<file path="src/rtl/seg7_scan_decoder.sv">
// Seven-segment bus capture: debounces each strobed digit pattern,
// decodes it back to BCD and reports per-digit and frame status.
module seg7_scan_decoder #(
  parameter int DIGITS = 4,
  parameter int STABLE = 3
) (
  input  logic                  clk,
  input  logic                  rst_n,
  input  logic                  a,
  input  logic                  b,
  input  logic                  c,
  input  logic                  d,
  input  logic                  e,
  input  logic                  f,
  input  logic                  g,
  input  logic [DIGITS-1:0]     dig_en,
  output logic [4*DIGITS-1:0]   bcd,
  output logic [DIGITS-1:0]     digit_err,
  output logic                  frame_valid,
  output logic                  strobe_err
);

  localparam int CW = $clog2(STABLE + 1);
  localparam int IW = DIGITS + 7;

  localparam logic [1:0] S_IDLE  = 2'd0;
  localparam logic [1:0] S_TRACK = 2'd1;
  localparam logic [1:0] S_HELD  = 2'd2;

  logic [IW-1:0]       in_d;
  logic [IW-1:0]       in_q;
  logic [CW-1:0]       cnt_d;
  logic [CW-1:0]       cnt_q;
  logic [1:0]          state_d;
  logic [1:0]          state_q;
  logic                chg_q;
  logic [DIGITS-1:0]   seen_d;
  logic [DIGITS-1:0]   seen_q;
  logic [4*DIGITS-1:0] bcd_d;
  logic [4*DIGITS-1:0] bcd_q;
  logic [DIGITS-1:0]   err_d;
  logic [DIGITS-1:0]   err_q;
  logic                fv_d;
  logic                fv_q;
  logic                se_d;
  logic                se_q;

  logic                match;
  logic                cnt_full;
  logic                capture;
  logic [DIGITS-1:0]   dig_q;
  logic [DIGITS-1:0]   seen_set;
  logic [4:0]          dec;
  logic                dec_ok;
  logic [3:0]          dec_val;

  // {valid, digit}; anything outside the table is invalid
  function automatic logic [4:0] seg_decode(
    input logic [6:0] s
  );
    logic [4:0] r;
    r = 5'd0;
    case (s)
      7'h3f:   r = {1'b1, 4'd0};
      7'h06:   r = {1'b1, 4'd1};
      7'h5b:   r = {1'b1, 4'd2};
      7'h4f:   r = {1'b1, 4'd3};
      7'h66:   r = {1'b1, 4'd4};
      7'h6d:   r = {1'b1, 4'd5};
      7'h7d:   r = {1'b1, 4'd6};
      7'h07:   r = {1'b1, 4'd7};
      7'h7f:   r = {1'b1, 4'd8};
      7'h6f:   r = {1'b1, 4'd9};
      default: r = 5'd0;
    endcase
    return r;
  endfunction

  assign in_d     = {dig_en, g, f, e, d, c, b, a};
  assign match    = (in_d == in_q);
  assign dig_q    = in_q[IW-1:7];
  assign cnt_full = (cnt_q == CW'(STABLE));

  assign dec     = seg_decode(in_q[6:0]);
  assign dec_ok  = dec[4];
  assign dec_val = dec[3:0];

  assign capture = match
                 && (state_q == S_TRACK)
                 && cnt_full;

  always_comb begin
    cnt_d = cnt_q;
    if (!match) begin
      cnt_d = CW'(1);
    end else if (!cnt_full) begin
      cnt_d = cnt_q + CW'(1);
    end
  end

  always_comb begin
    state_d = state_q;
    if (!match) begin
      state_d = $onehot(dig_en) ? S_TRACK : S_IDLE;
    end else begin
      case (state_q)
        S_TRACK: begin
          if (cnt_full) begin
            state_d = S_HELD;
          end
        end
        S_HELD:  state_d = S_HELD;
        default: state_d = S_IDLE;
      endcase
    end
  end

  always_comb begin
    bcd_d    = bcd_q;
    err_d    = err_q;
    seen_set = seen_q;
    seen_d   = seen_q;
    fv_d     = 1'b0;
    if (capture) begin
      for (int i = 0; i < DIGITS; i++) begin
        if (dig_q[i]) begin
          if (dec_ok) begin
            bcd_d[4*i +: 4] = dec_val;
            err_d[i]        = 1'b0;
          end else begin
            err_d[i]        = 1'b1;
          end
        end
      end
      seen_set = seen_q | dig_q;
      if (&seen_set) begin
        fv_d   = 1'b1;
        seen_d = '0;
      end else begin
        seen_d = seen_set;
      end
    end
  end

  // chg_q marks that in_q was just reloaded, so one pulse per new value
  assign se_d = chg_q && !$onehot0(dig_q);

  always_ff @(posedge clk or negedge rst_n) begin
    if (!rst_n) begin
      in_q    <= '0;
      cnt_q   <= '0;
      state_q <= S_IDLE;
      chg_q   <= 1'b0;
      seen_q  <= '0;
      bcd_q   <= '0;
      err_q   <= '0;
      fv_q    <= 1'b0;
      se_q    <= 1'b0;
    end else begin
      in_q    <= in_d;
      cnt_q   <= cnt_d;
      state_q <= state_d;
      chg_q   <= !match;
      seen_q  <= seen_d;
      bcd_q   <= bcd_d;
      err_q   <= err_d;
      fv_q    <= fv_d;
      se_q    <= se_d;
    end
  end

  assign bcd         = bcd_q;
  assign digit_err   = err_q;
  assign frame_valid = fv_q;
  assign strobe_err  = se_q;

endmodule

</file>
<file path="config.mk">
export PLATFORM = sky130hd
export DESIGN_NAME = seg7_scan_decoder
export DESIGN_NICKNAME = d
export VERILOG_FILES = /design/src/rtl/seg7_scan_decoder.sv
export SDC_FILE = /design/constraint.sdc
export NUM_CORES = 1
export LEC_CHECK = 0
export CORE_MARGIN = 4
export CORE_UTILIZATION = 52
export CTS_CLUSTER_SIZE = 28
export DETAILED_ROUTE_END_ITERATION = 6
export PLACE_DENSITY = 0.78
export SLEW_MARGIN = 20
export SYNTH_ARGS = -nofsm -noshare
export SYNTH_HDL_FRONTEND = slang
export SYNTH_SLANG_ARGS = --single-unit
</file>
<file path="constraint.sdc">
create_clock -name clk -period 5.8 [get_ports clk]
set_clock_uncertainty 0.1 [all_clocks]
set_input_delay 1.16 -clock clk [delete_from_list [all_inputs] [get_ports clk]]
set_output_delay 1.16 -clock clk [all_outputs]
set_load 0.005 [all_outputs]
</file>
Word level (Yosys, flattened, before mapping)
Cells that the tools add are included.
- flip-flop bits (word level): 42
- output and inout bits: 22
- input bits: 13
- eq/ne operators: 17
- mux-type cells: 11
- bitwise gates (word level): 1
- reduce and logical (&&, ||, !) cells: 14
- $add $sub $neg: 7
- order comparisons: 1
- operator list (cell ; count):
    5-bit one-hot mux with 10 select lines ; 1
    7-bit == test, second input constant ; 7
    7-bit by 3-bit == test with 1-bit output, second input constant ; 2
    3-bit AND reduction ; 4
    11-bit == test ; 1
    1-bit by 1-bit adder with 2-bit output ; 4
    2-bit 2-to-1 mux ; 4
    2-bit AND reduction ; 4
    7-bit by 6-bit == test with 1-bit output, second input constant ; 1
    2-bit by 2-bit adder with 3-bit output ; 2
    2-bit == test, second input constant ; 2
    1-bit 2-to-1 mux ; 4
    4-bit 2-to-1 mux ; 1
    4-bit bitwise OR ; 1
    2-bit one-hot mux with 2 select lines ; 1
    4-bit AND reduction ; 1
    3-bit by 1-bit == test with 1-bit output, second input constant ; 1
    3-bit by 1-bit <= comparator with 1-bit output, second input constant ; 1
    1-bit logical AND ; 3
    3-bit != test, second input constant ; 1
    2-bit by 1-bit adder with 2-bit output, second input constant ; 1
    2-bit by 1-bit == test with 1-bit output, second input constant ; 1
    1-bit zero test ; 2
    2-bit != test, second input constant ; 1

Logic depth before layout (Yosys ltp)
Gate-level depths: netlist (run 1).
- depth after elaboration: 5
- gate-level depth with buffers: 8
- depth with buffers taken out: 8

Worst setup path before layout (run 1)
Ideal clock, no wire load.
- kind: input -> register
- from: input e
- to: register bcd_q[0] (netlist: bcd[0])
- buffers on the path: 0
- library setup time: 125 ps
- arrival: 2441 ps
- data required time: 5575 ps
- setup slack: 3134 ps
- cell stages on the path: 5
- path through: xor2_1 -> nor4_2 -> nand4_1 -> a21oi_4 -> mux2_4
- word-level cells in the longest chain between the ends: 4
- RTL lines (item ; line ; RTL):
    start, declared ; 13 ; input logic e,
    11-bit == test ; 80 ; assign match = (in_d == in_q);
    1-bit logical AND ; 89 ; && (state_q == S_TRACK)
    1-bit logical AND ; 90 ; && cnt_full;
    3-bit AND reduction (no line) ; -- ;
    end signal, assigned ; 155 ; bcd_q <= '0;
    end signal, assigned ; 165 ; bcd_q <= bcd_d;
    end, declared ; 40 ; logic [4*DIGITS-1:0] bcd_q;
No other way between the ends.
A chain may end at the register's enable or synchronous reset.

Final worst setup path (run 1)
- from: input f
- to: register bcd_q[7] (netlist: bcd[7])
- word-level cells in the longest chain between the ends: 4
- RTL lines (item ; line ; RTL):
    start, declared ; 14 ; input logic f,
    11-bit == test ; 80 ;
    1-bit logical AND ; 89 ;
    1-bit logical AND ; 90 ;
    3-bit AND reduction (no line) ; -- ;
No other way between the ends.

==> results of run 1 <==
## per-stage QoR
stage | total power [mW] | area [sq um]
2_1_floorplan | 0.340 | 2090
3_3_place_gp | 0.359 | 2440
3_5_place_dp | 0.362 | 2440
4_1_cts | 0.641 | 2570
5_1_grt | 0.658 | 2570
6_report | 0.633 | 2570
## power groups by stage
stage	registers [mW]	logic [mW]	clock network (mW)
2_1_floorplan	0.309	0.0312	0
4_1_cts	0.307	0.0495	0.284
3_5_place_dp	0.313	0.0491	0
6_report	0.307	0.0480	0.278
3_3_place_gp	0.313	0.0465	0
5_1_grt	0.309	0.0555	0.293
## cells by family (layout without fill, tap and decap cells)
family          after synthesis  after routing  share of synthesized area, %
simple gates                 42             42                          14.0
flops                        42             42                          50.2
buf+inv                      28             63                          6.27
xor+xnor                     13             13                          5.44
mux                          14             14                          7.53
fa+ha+maj                     6              6                          4.30
compound gates               31             31                          12.3
## worst max-delay path: stages
cell and delay (ps):
clkdlybuf4s50_1 440, xor2_1 180, nor4_2 480, and3_1 430
nand3_2 230, o22ai_1 210
## Yosys cell counts, drive strengths merged (2+ instances only)
cell    instances  area, sq um
dfrtp          42         1050
o21a            4         30.0
o22ai           5         31.3
nand3           7         55.1
nand4           5         31.3
mux2            8         97.6
o21ai           2         10.0
mux2i           6         60.1
a211oi          2         27.5
buf             6         45.0
ha              4         50.1
nand2           4         15.0
nor3            2         21.3
and3            6         37.5
fa              2         40.0
o21bai          4         30.0
a21boi          4         30.0
inv            21         78.8
nor4            2         25.0
a21oi           7         57.6
xor2           12          105
nor2            6         25.0
## final timing paths
kind	to	slack, ps	cells after the start
min in group asynchronous	bcd[13]$_DFFE_PN0P_	880	1
max in group asynchronous	in_q[1]$_DFF_PN0_	4150	1
worst min register to register	bcd[4]$_DFFE_PN0P_	390	1
worst min-delay path	bcd[4]$_DFFE_PN0P_	390	1
worst max-delay path	bcd[7]$_DFFE_PN0P_	2780	6
worst max register to register	bcd[7]$_DFFE_PN0P_	3550	5
## routing by layer
metal	vias up	wire [um]	global-route usage, %
met4	0	53	6.89
met3	7	212	4.63
met1	700	1700	21.2
met2	28	2050	30.6
li1	679	-	-
met5	-	0	0
## sequential cells by signal, summed over array words and instances (netlist names)
register	cells
bcd	16
in_q	11
digit_err	4
seen_q	4
cnt_q	2
state_q	2
chg_q	1
frame_valid	1
strobe_err	1
## cell type report
class                           count  area, sq um  area share [%]
Timing Repair Buffer               34          335            13.0
Clock inverter                      3         68.8            2.67
Inverter                           21         78.8            3.06
Clock buffer                        5         68.8            2.67
Multi-Input combinational cell    106          912            35.4
Tap cell                           48         60.1            2.33
Sequential cell                    42         1050            40.8
==> impl_metrics.yaml, run 1 <==
outcome:
  status: "finished, final reports clean"
floorplan:
  io_pins: 35
  start_util_pct: 55.5
  die_area_sq_um: 5110
  coreArea_sq_um: 3770
  die_w_um: 71.5
  fp.dieH_um: 71.5
  fp-row-count: 22
detailed_routing:
  drtIter0Drc: 72
  finalWirelength_um: 4020
  firstDrtPassIters: 4
  ant_nets: 0
  via_per_inst: 5.46
  vias: 1414
  drc_errors: 0
  wl_per_cell_um: 15.5
sta:
  hold_viol_final: 0
  hold-worst-slack_ps: 388
  slew_violations: 0
  fin_ws_ps: 2780
  fin_crit_ps: 3020
  setup_violations: 0
  fmax_ghz: 0.332
  min_period_over_period_pct: 52.0
  worst_pin_slew_ps: 899
  rsz0062_at_grt: "no"
  maxSlewHeadroom_pct: 40.0
  finalSetupTns_ps: 0
pwr:
  powerDensity_nw_per_um2: 246
  combinationalPowerShare_pct: 7.6
  pwr-share-clk_pct: 43.9
  p_int_mw: 0.493
  seqPwrFrac_pct: 48.5
  p_sw_mw: 0.141
  leakage_nw: 1.19
  vdd_drop_max_v: 0.000210
  p_sw_share_pct: 22.2
placement:
  pre_cts_ws_ps: 2480
  globalplace.congestion: 0.755
  dp_cells: 251
  dp_hpwl_um: 3080
  port_buffers: 34
global_routing:
  overflow: 0
  grt_pass1_wl_um: 6980
  grt_max_degree: 43
  grtUsageTotal_pct: 17.8
  antenna_found_initial: 0
  grt_pass1_vias: 1486
clocking:
  clk_pin_slew_worst_paths_ps: 70
  cts_tree: "built"
  clock_path_buffers: 2
  cts_hold_buf: 0
  cts_setup_buffers: 0
  cts_made_buffers: 5
  clk_latency_ps: 300
  cts_resized: 0
  clock_sinks: 42
  cts-root-buf: "clkbuf_8"
  cts_max_level: 2
synth:
  synthCells: 176
  syn_area_per_cell_sq_um: 11.9
  synthFlopType: "dfrtp_1"
  ys_warn_count: 0
  netlist_area_sq_um: 2090
  synth-edff-count: 0
  synth.distinct_cells: 48
  async_flop_share_pct: 100
  yosys_register_bits: 42
  yosysSeqAreaShare_pct: 50.2
  synth_nets: 195
flow_run:
  drv_cap: 0
min_path:
  min-delay-start: "bcd[4]$_DFFE_PN0P_"
  hold_path_class: "flip-flop to flip-flop"
finish:
  mostFrequentLayoutCells: "dfrtp_1, clkdlybuf4s50_1, inv_1, xor2_1"
  final_layout_size_suffix_gt1_share_pct: 13.3
  final_core_util_pct: 68.3
  nets: 229
  nFillCells: 271
  stdcell_count: 259
  syn2layout_area_growth_pct: 22.9
  final_common_cell: "dfrtp_1"
  insertedDiodeCount: 0
setup_path:
  critPathMaxFanout: 7
  startpoint: "f"
  cp.required_ps: 5920
  critical_path_class: "primary input to flip-flop"
  crit_path_start_kind: "primary input"
  rr_startpoint: "in_q[0]$_DFF_PN0_"
  worstPathArrival_ps: 3130
  cp-end-kind: "flip-flop"
Power figures use the tool's default switching activity.
==> inputs of run 2 (changes only) <==
==> constraint.sdc (replaced) <==
create_clock -name clk -period 2.8 [get_ports clk]
set_clock_uncertainty 0.1 [all_clocks]
set_input_delay 0.56 -clock clk [delete_from_list [all_inputs] [get_ports clk]]
set_output_delay 0.56 -clock clk [all_outputs]
set_load 0.005 [all_outputs]
==> results of run 2 <==
The final DEF is identical to that of run 1. Status: finished, final reports clean.
Among the figures that moved: setup slack after placement 2480 ps -> 82.3 ps; clock-pin slew on the worst setup and hold paths 70 ps -> 80 ps; setup slack after layout 2780 ps -> 385 ps; hold slack 388 ps -> 280 ps; register-to-register setup slack 3550 ps -> 550 ps; total power 0.633 mW -> 1.31 mW; worst IR drop on VDD 0.000210 V -> 0.000436 V
